==> src/rtl/alu_seq_exec.sv <==
// rtl/alu_seq_exec.sv - ALU executor with handshake; iterative shifter, or single-cycle shifts
// when ALU_SEQ_BARREL_SHIFT_EN is defined.
module alu_seq_exec #(
  parameter int WIDTH   = 32,
  parameter int SHAMT_W = 5
) (
  input  logic             clk,
  input  logic             rst,
  input  logic             in_valid,
  output logic             in_ready,
  input  logic [3:0]       alu_op,
  input  logic [WIDTH-1:0] op_a,
  input  logic [WIDTH-1:0] op_b,
  output logic             out_valid,
  input  logic             out_ready,
  output logic [WIDTH-1:0] result,
  output logic             zero,
  output logic             illegal_op
);

  localparam logic [3:0] OP_AND  = 4'b0000;
  localparam logic [3:0] OP_OR   = 4'b0001;
  localparam logic [3:0] OP_ADD  = 4'b0010;
  localparam logic [3:0] OP_XOR  = 4'b0011;
  localparam logic [3:0] OP_SUB  = 4'b0110;
  localparam logic [3:0] OP_SLT  = 4'b0111;
  localparam logic [3:0] OP_SLTU = 4'b1011;
  localparam logic [3:0] OP_SLL  = 4'b1000;
  localparam logic [3:0] OP_SRL  = 4'b1001;
  localparam logic [3:0] OP_SRA  = 4'b1010;

  typedef enum logic [1:0] {S_IDLE, S_SHIFT, S_DONE} state_t;

  state_t             state_q, state_d;
  logic [WIDTH-1:0]   result_q, result_d;
  logic               illegal_q, illegal_d;
  logic [WIDTH-1:0]   calc;
  logic               legal;
  logic [SHAMT_W-1:0] shamt;

  assign shamt = op_b[SHAMT_W-1:0];

  // Single-cycle datapath; without the barrel option a shift reaching here has shamt==0.
  always_comb begin
    calc  = '0;
    legal = 1'b1;
    case (alu_op)
      OP_AND:  calc = op_a & op_b;
      OP_OR:   calc = op_a | op_b;
      OP_ADD:  calc = op_a + op_b;
      OP_XOR:  calc = op_a ^ op_b;
      OP_SUB:  calc = op_a - op_b;
      OP_SLT:  calc = {{(WIDTH-1){1'b0}}, $signed(op_a) < $signed(op_b)};
      OP_SLTU: calc = {{(WIDTH-1){1'b0}}, op_a < op_b};
`ifdef ALU_SEQ_BARREL_SHIFT_EN
      OP_SLL:  calc = op_a << shamt;
      OP_SRL:  calc = op_a >> shamt;
      OP_SRA:  calc = $signed(op_a) >>> shamt;
`else
      OP_SLL, OP_SRL, OP_SRA: calc = op_a;
`endif
      default: legal = 1'b0;
    endcase
  end

`ifndef ALU_SEQ_BARREL_SHIFT_EN
  logic [3:0]         op_q, op_d;
  logic [SHAMT_W-1:0] cnt_q, cnt_d;
  logic [WIDTH-1:0]   step;

  always_comb begin
    step = result_q;
    case (op_q)
      OP_SLL:  step = {result_q[WIDTH-2:0], 1'b0};
      OP_SRL:  step = {1'b0, result_q[WIDTH-1:1]};
      OP_SRA:  step = {result_q[WIDTH-1], result_q[WIDTH-1:1]};
      default: step = result_q;
    endcase
  end
`endif

  always_comb begin
    state_d   = state_q;
    result_d  = result_q;
    illegal_d = illegal_q;
    in_ready  = 1'b0;
    out_valid = 1'b0;
`ifndef ALU_SEQ_BARREL_SHIFT_EN
    op_d  = op_q;
    cnt_d = cnt_q;
`endif
    case (state_q)
      S_IDLE: begin
        in_ready = 1'b1;
        if (in_valid) begin
          illegal_d = ~legal;
`ifdef ALU_SEQ_BARREL_SHIFT_EN
          result_d = calc;
          state_d  = S_DONE;
`else
          op_d = alu_op;
          if ((alu_op == OP_SLL || alu_op == OP_SRL || alu_op == OP_SRA) && shamt != '0) begin
            result_d = op_a;
            cnt_d    = shamt;
            state_d  = S_SHIFT;
          end else begin
            result_d = calc;
            state_d  = S_DONE;
          end
`endif
        end
      end
`ifndef ALU_SEQ_BARREL_SHIFT_EN
      S_SHIFT: begin
        result_d = step;
        cnt_d    = cnt_q - 1'b1;
        if (cnt_q == SHAMT_W'(1)) state_d = S_DONE;
      end
`endif
      S_DONE: begin
        out_valid = 1'b1;
        if (out_ready) state_d = S_IDLE;
      end
      default: state_d = S_IDLE;
    endcase
  end

  always_ff @(posedge clk) begin
    if (rst) begin
      state_q   <= S_IDLE;
      result_q  <= '0;
      illegal_q <= 1'b0;
`ifndef ALU_SEQ_BARREL_SHIFT_EN
      op_q      <= '0;
      cnt_q     <= '0;
`endif
    end else begin
      state_q   <= state_d;
      result_q  <= result_d;
      illegal_q <= illegal_d;
`ifndef ALU_SEQ_BARREL_SHIFT_EN
      op_q      <= op_d;
      cnt_q     <= cnt_d;
`endif
    end
  end

  assign result     = result_q;
  assign zero       = (result_q == '0);
  assign illegal_op = illegal_q;

endmodule

==> config.mk <==
export PLATFORM = sky130hd
export DESIGN_NAME = alu_seq_exec
export DESIGN_NICKNAME = d
export VERILOG_FILES = /design/src/rtl/alu_seq_exec.sv
export SDC_FILE = /design/constraint.sdc
export NUM_CORES = 1
export LEC_CHECK = 0
export CAP_MARGIN = 10
export CORE_ASPECT_RATIO = 1.25
export CORE_MARGIN = 2
export CORE_UTILIZATION = 60
export CTS_CLUSTER_SIZE = 16
export DETAILED_ROUTE_END_ITERATION = 8
export GPL_TIMING_DRIVEN = 1
export PLACE_DENSITY = 0.93
export SLEW_MARGIN = 20
export SYNTH_ARGS = -nofsm -noshare
export SYNTH_HDL_FRONTEND = slang
export SYNTH_SLANG_ARGS = --single-unit
==> constraint.sdc <==
create_clock -name clk -period 10.7 [get_ports clk]
set_input_delay 2.675 -clock clk [delete_from_list [all_inputs] [get_ports clk]]
set_output_delay 2.675 -clock clk [all_outputs]
set_load 0.01 [all_outputs]
# Word level (Yosys, flattened, before mapping)
# Cells that the tools add are included.
# W data, S select, Z words.
[totals]
mem_bits_rw = 0
out_inout_bits = 36
memories = 0
regBits = 44
latchBits = 0
inputBits = 72
rom_bits = 0
word_cells = 68
[op_classes]
reduce_logical = 15
shift = 0
n_mul = 0
eq_ne = 22
bitwise = 4
n_addsub = 3
magnitude_cmp = 2
mux = 16
n_div = 0
[op_table]
columns = ["cell", "n"]
rows = [
  ["$pmux W32 S8", 1],
  ["$pmux W32 S3", 1],
  ["$lt A32 B32 Y1", 2],
  ["$mux W32", 2],
  ["$pmux W32 S2", 1],
  ["$add A32 B32 Y32", 1],
  ["$and A32 B32 Y32", 1],
  ["$logic_not A32 Y1", 1],
  ["$or A32 B32 Y32", 1],
  ["$sub A32 B32 Y32", 1],
  ["$xor A32 B32 Y32", 1],
  ["$eq A4 B4 Y1 const B", 7],
  ["$mux W5", 2],
  ["$ne A2 B2 Y1 const B", 5],
  ["$pmux W5 S2", 1],
  ["$reduce_or A10 Y1", 1],
  ["$reduce_and A3 Y1", 3],
  ["$eq A4 B2 Y1 const B", 2],
  ["$eq A4 B3 Y1 const B", 2],
  ["$mux W2", 4],
  ["$pmux W2 S3", 1],
  ["$eq A5 B1 Y1 const B", 1],
  ["$reduce_bool A5 Y1", 1],
  ["$sub A5 B1 Y5 const B", 1],
  ["15 further kinds", 18],
]

# Longest topological paths before layout
[depth]
depth_word = 7
depth_mapped = 14
mapped_depth_nobuf = 14

# Least setup slack after synthesis
# No wires, ideal clock.
[synth_timing]
path_kind = "in2reg"
startpoint = "in op_a[0]"
endpoint = "reg result_q[26], in the netlist result[26]"
slack_ns = 5.512
n_path_buf = 0
arrival_time_ns = 5.100
stages = 14
required_ns = 10.612
path_cell_list = "inv_1 ha_1 inv_1 fa_1 nor2b_2 o211ai_2 nand3_2 a31oi_4 a32oi_2 a221oi_4 o21bai_1 a21o_1 o221a_1 nor4_2"
[synth_between]
elab_chain_cells = 5
word_cells_on_any_way = 6
[synth_rtl]
columns = ["element", "line_no", "source"]
rows = [
  ["start: declaration", "12", "input logic [WIDTH-1:0] op_a,"],
  ["$sub A32 B32 Y32 or $add A32 B32 Y32 (tied branches)", "52, 50", ""],
  ["$pmux W32 S8 *", "47", "case (alu_op)"],
  ["$mux W32 *", "102", "if ((alu_op == OP_SLL || alu_op == OP_SRL || alu_op == OP_SRA) && shamt != '0) begin"],
  ["$mux W32 *", "95", "if (in_valid) begin"],
  ["$pmux W32 S2 *", "92", "case (state_q)"],
  ["end signal: assignment", "139", "result_q <= result_d;"],
  ["end: declaration", "35", "logic [WIDTH-1:0] result_q, result_d;"],
]
# Every way passes the cells marked *; elsewhere a longest branch is shown, timed or not. The select of a mux whose other input is x is not followed.
# A chain may end at the register's enable or synchronous reset.

# Worst setup path in the final report
[layout_timing]
startpoint = "in op_a[10]"
endpoint = "reg result_q[31], in the netlist result[31]"
# The elaborated chain is that of the path after synthesis.

==> flow_metrics.py <==
metrics = {
    "sta": {
        "relSlewSlack": 0.236,
        "fin_crit_ns": 6.01,
        "worstMarginPinSlew_ns": 1.15,
        "hold_ws_ns": 0.465,
        "hold_violations": 0,
        "setup_violations": 0,
        "rsz0062_at_grt": "false",
        "max_freq_mhz": 166,
        "fin_skew_ns": 0.00198,
        "tns_ns": 0,
        "fin_crit_sh": 0.562,
        "setup_ws_ns": 4.69,
        "maxSlewViolCount": 0,
    },
    "placed_design": {
        "place_worst_setup_slack_ns": 4.48,
        "portBuffers": 107,
        "post-dp-hpwl_mm": 19.7,
        "gp_congestion": 1.05,
        "dp_cells": 1326,
    },
    "yosys": {
        "synth_area_per_cell_um2": 7.00,
        "synth_cell_type_count": 100,
        "syn-cell-area_um2": 7800,
        "yosysWarningCount": 0,
        "yosysTopAreaCell": "ha_1",
        "ys.flop_type": "dfxtp_1",
        "synth_fp_nets": 1290,
        "synth_seq_cells": 44,
        "synth_top_area_frac": 0.162,
        "async_flop_share": 0,
        "synthTopCellsByArea": "ha_1, dfxtp_1, a21oi_1",
        "synth_edf_count": 0,
        "seq_area_frac_synth": 0.113,
        "syn_inst": 1115,
    },
    "setup_path": {
        "path_buf_inv": 2,
        "end_kind": "flip-flop",
        "critPathRequiredTime_ns": 10.92,
        "worstSetupPathType": "input pin to flip-flop",
        "crit_slowest_cell": "clkdlybuf4s50_1",
        "worst_path_most_repeated_cell": "a211oi_2",
        "cpLargestDelayFamily": "compound AO/OA/AOI/OAI gates",
        "start_kind": "input pin",
        "max_stage_delay_ns": 0.58,
        "cp_max_fo": 12,
        "cp.arrival_ns": 6.23,
        "path_cells": "clkdlybuf4s50_1 -> inv_1 -> ha_1 -> nor4_2 -> nand2_1 -> a211oi_2 -> o21ai_2 -> a211oi_2 -> a21oi_1 -> o41ai_2 -> mux2i_1 -> nand3_1 -> a31oi_1",
    },
    "clocking": {
        "cts_tree": "done",
        "cts.sinks": 44,
        "path_clk_slew_ns": 0.06,
        "cts_resized": 0,
        "postCtsHoldBufs": 0,
        "cts_buffers": 5,
        "cts_setup_buffers": 0,
        "clock_latency_ns": 0.29,
        "ctsLongestPathBuffers": 2,
        "root_buffer": "clkbuf_16",
        "cts.htree.levels": 2,
    },
    "run_status": {
        "status": "complete, no violations",
    },
    "routing": {
        "first_pass_iters": 8,
        "wl_met3_mm": 3.07,
        "routed-wl-met2_mm": 12.0,
        "routed_wl_mm": 26.2,
        "wl_met1_mm": 10.1,
        "routed_via_density": 6.75,
        "wl_per_cell_um": 19.7,
        "drcViolationCount": 0,
        "via_count": 9008,
        "topRoutingLayerUsed": "met4",
        "initialDrtViolationCount": 967,
        "drtAntennaViolNets": 0,
    },
    "final_layout": {
        "antenna_cells": 0,
        "area_growth_pct": 14.5,
        "final_cell_mix": "nand2_1, a21oi_1, clkdlybuf4s50_1",
        "drive_above_1_share": 0.0600,
        "layout_commonest_cell": "nand2_1",
        "finalNonFillerCells": 1334,
        "layout.nets": 1340,
    },
    "pwr": {
        "ir_worst_vdd_uv": 72.2,
        "power_density_nw_per_um2": 88.0,
        "power_leakage_nw": 3.58,
    },
    "floorplan": {
        "start_util": 0.614,
        "die_y_um": 132,
        "dieArea_um2": 13900,
        "core-area_um2": 12700,
        "fp-row-count": 46,
        "io_pins": 108,
        "die_width_um": 106,
    },
    "global_route": {
        "antenna_found_initial": 0,
        "grt_overflow": 0,
        "grt_pass1_wl_mm": 41.7,
        "grt_start_max_net_pins": 45,
        "grt_usage": 0.364,
        "grt_pass1_vias": 8350,
    },
    "job": {
        "max-cap-violations": 0,
    },
    "min_path": {
        "hp-class": "flip-flop to flip-flop",
    },
}
-- sequential cells by signal, summed over array words and instances (netlist names) --
register	flops
cnt_q	5
illegal_op	1
op_q	4
result	32
state_q	2
-- worst min-delay path, cell delays in order, from the launching register on --
cell,delay (ns)
dfxtp_1,0.31
nand2_1,0.05
a21oi_1,0.06
-- final timing paths --
kind / slack [ns] / endpoint / from / cells after the start
setup reg to reg: 7.44 / result[27]$_SDFFE_PP0P_ / state_q[0]$_SDFFE_PP0P_ / 9
setup / recovery: 4.69 / result[31]$_SDFFE_PP0P_ / op_a[10] / 13
hold reg to reg: 0.46 / op_q[2]$_SDFFE_PP0P_ / op_q[2]$_SDFFE_PP0P_ / 2
hold / removal: 0.46 / op_q[2]$_SDFFE_PP0P_ / op_q[2]$_SDFFE_PP0P_ / 2
-- power breakdown --
group / total, mW / switching [mW] / internal [mW]
registers: 0.203 / 0.0240 / 0.179
clock network: 0.159 / 0.0662 / 0.0931
logic: 0.424 / 0.254 / 0.171
-- per-layer routing --
metal / global-route usage / vias up
li1: - / 4170
met4: 0.145 / 0
met2: 0.597 / 639
met1: 0.482 / 4095
met5: 0 / -
met3: 0.0461 / 104
-- per-stage QoR --
step / util / power [mW] / cell area, um2
2_1_floorplan: - / 0.481 / 7800
3_3_place_gp: 0.691 / 0.608 / 8780
3_5_place_dp: 0.691 / 0.615 / 8780
4_1_cts: 0.702 / 0.772 / 8930
5_1_grt: 0.702 / 0.828 / 8930
6_report: 0.702 / 0.787 / 8930
-- synthesized netlist by cell type (7+ instances only) --
cell type	instances
nand2_1	123
a21oi_1	108
ha_1	101
inv_1	98
nor2_1	89
o21ai_0	68
dfxtp_1	44
clkbuf_1	36
nor3_1	34
a22oi_1	22
nor4_1	21
a221oi_1	20
nand3_1	20
o211ai_1	19
nand4_1	18
a21o_1	15
mux2i_1	14
o21bai_1	14
a211oi_1	13
buf_2	13
buf_4	13
xnor2_1	12
nand2b_1	11
o2111ai_1	11
a31oi_1	10
o31ai_1	10
nor2b_1	9
o21ai_1	9
buf_6	8
o22ai_1	7
-- final cells by class --
type,count,area [um2]
Sequential cell,44,881
Multi-Input combinational cell,894,6150
Clock buffer,7,143
Clock inverter,1,7.51
Fill cell,1026,3780
Tap cell,168,210
Inverter,101,379
Timing Repair Buffer,119,1160
-- cell families (layout without fill, tap and decap cells) --
group / count (synthesis) / in the layout / synth area share
simple gates: 361 / 361 / 0.224
xor+xnor: 13 / 13 / 0.0146
buf+inv: 177 / 228 / 0.102
compound gates: 402 / 402 / 0.361
flops: 44 / 44 / 0.113
mux: 15 / 15 / 0.0194
fa+ha+maj: 103 / 103 / 0.167
Note: power is estimated with default switching activity, not from simulation.
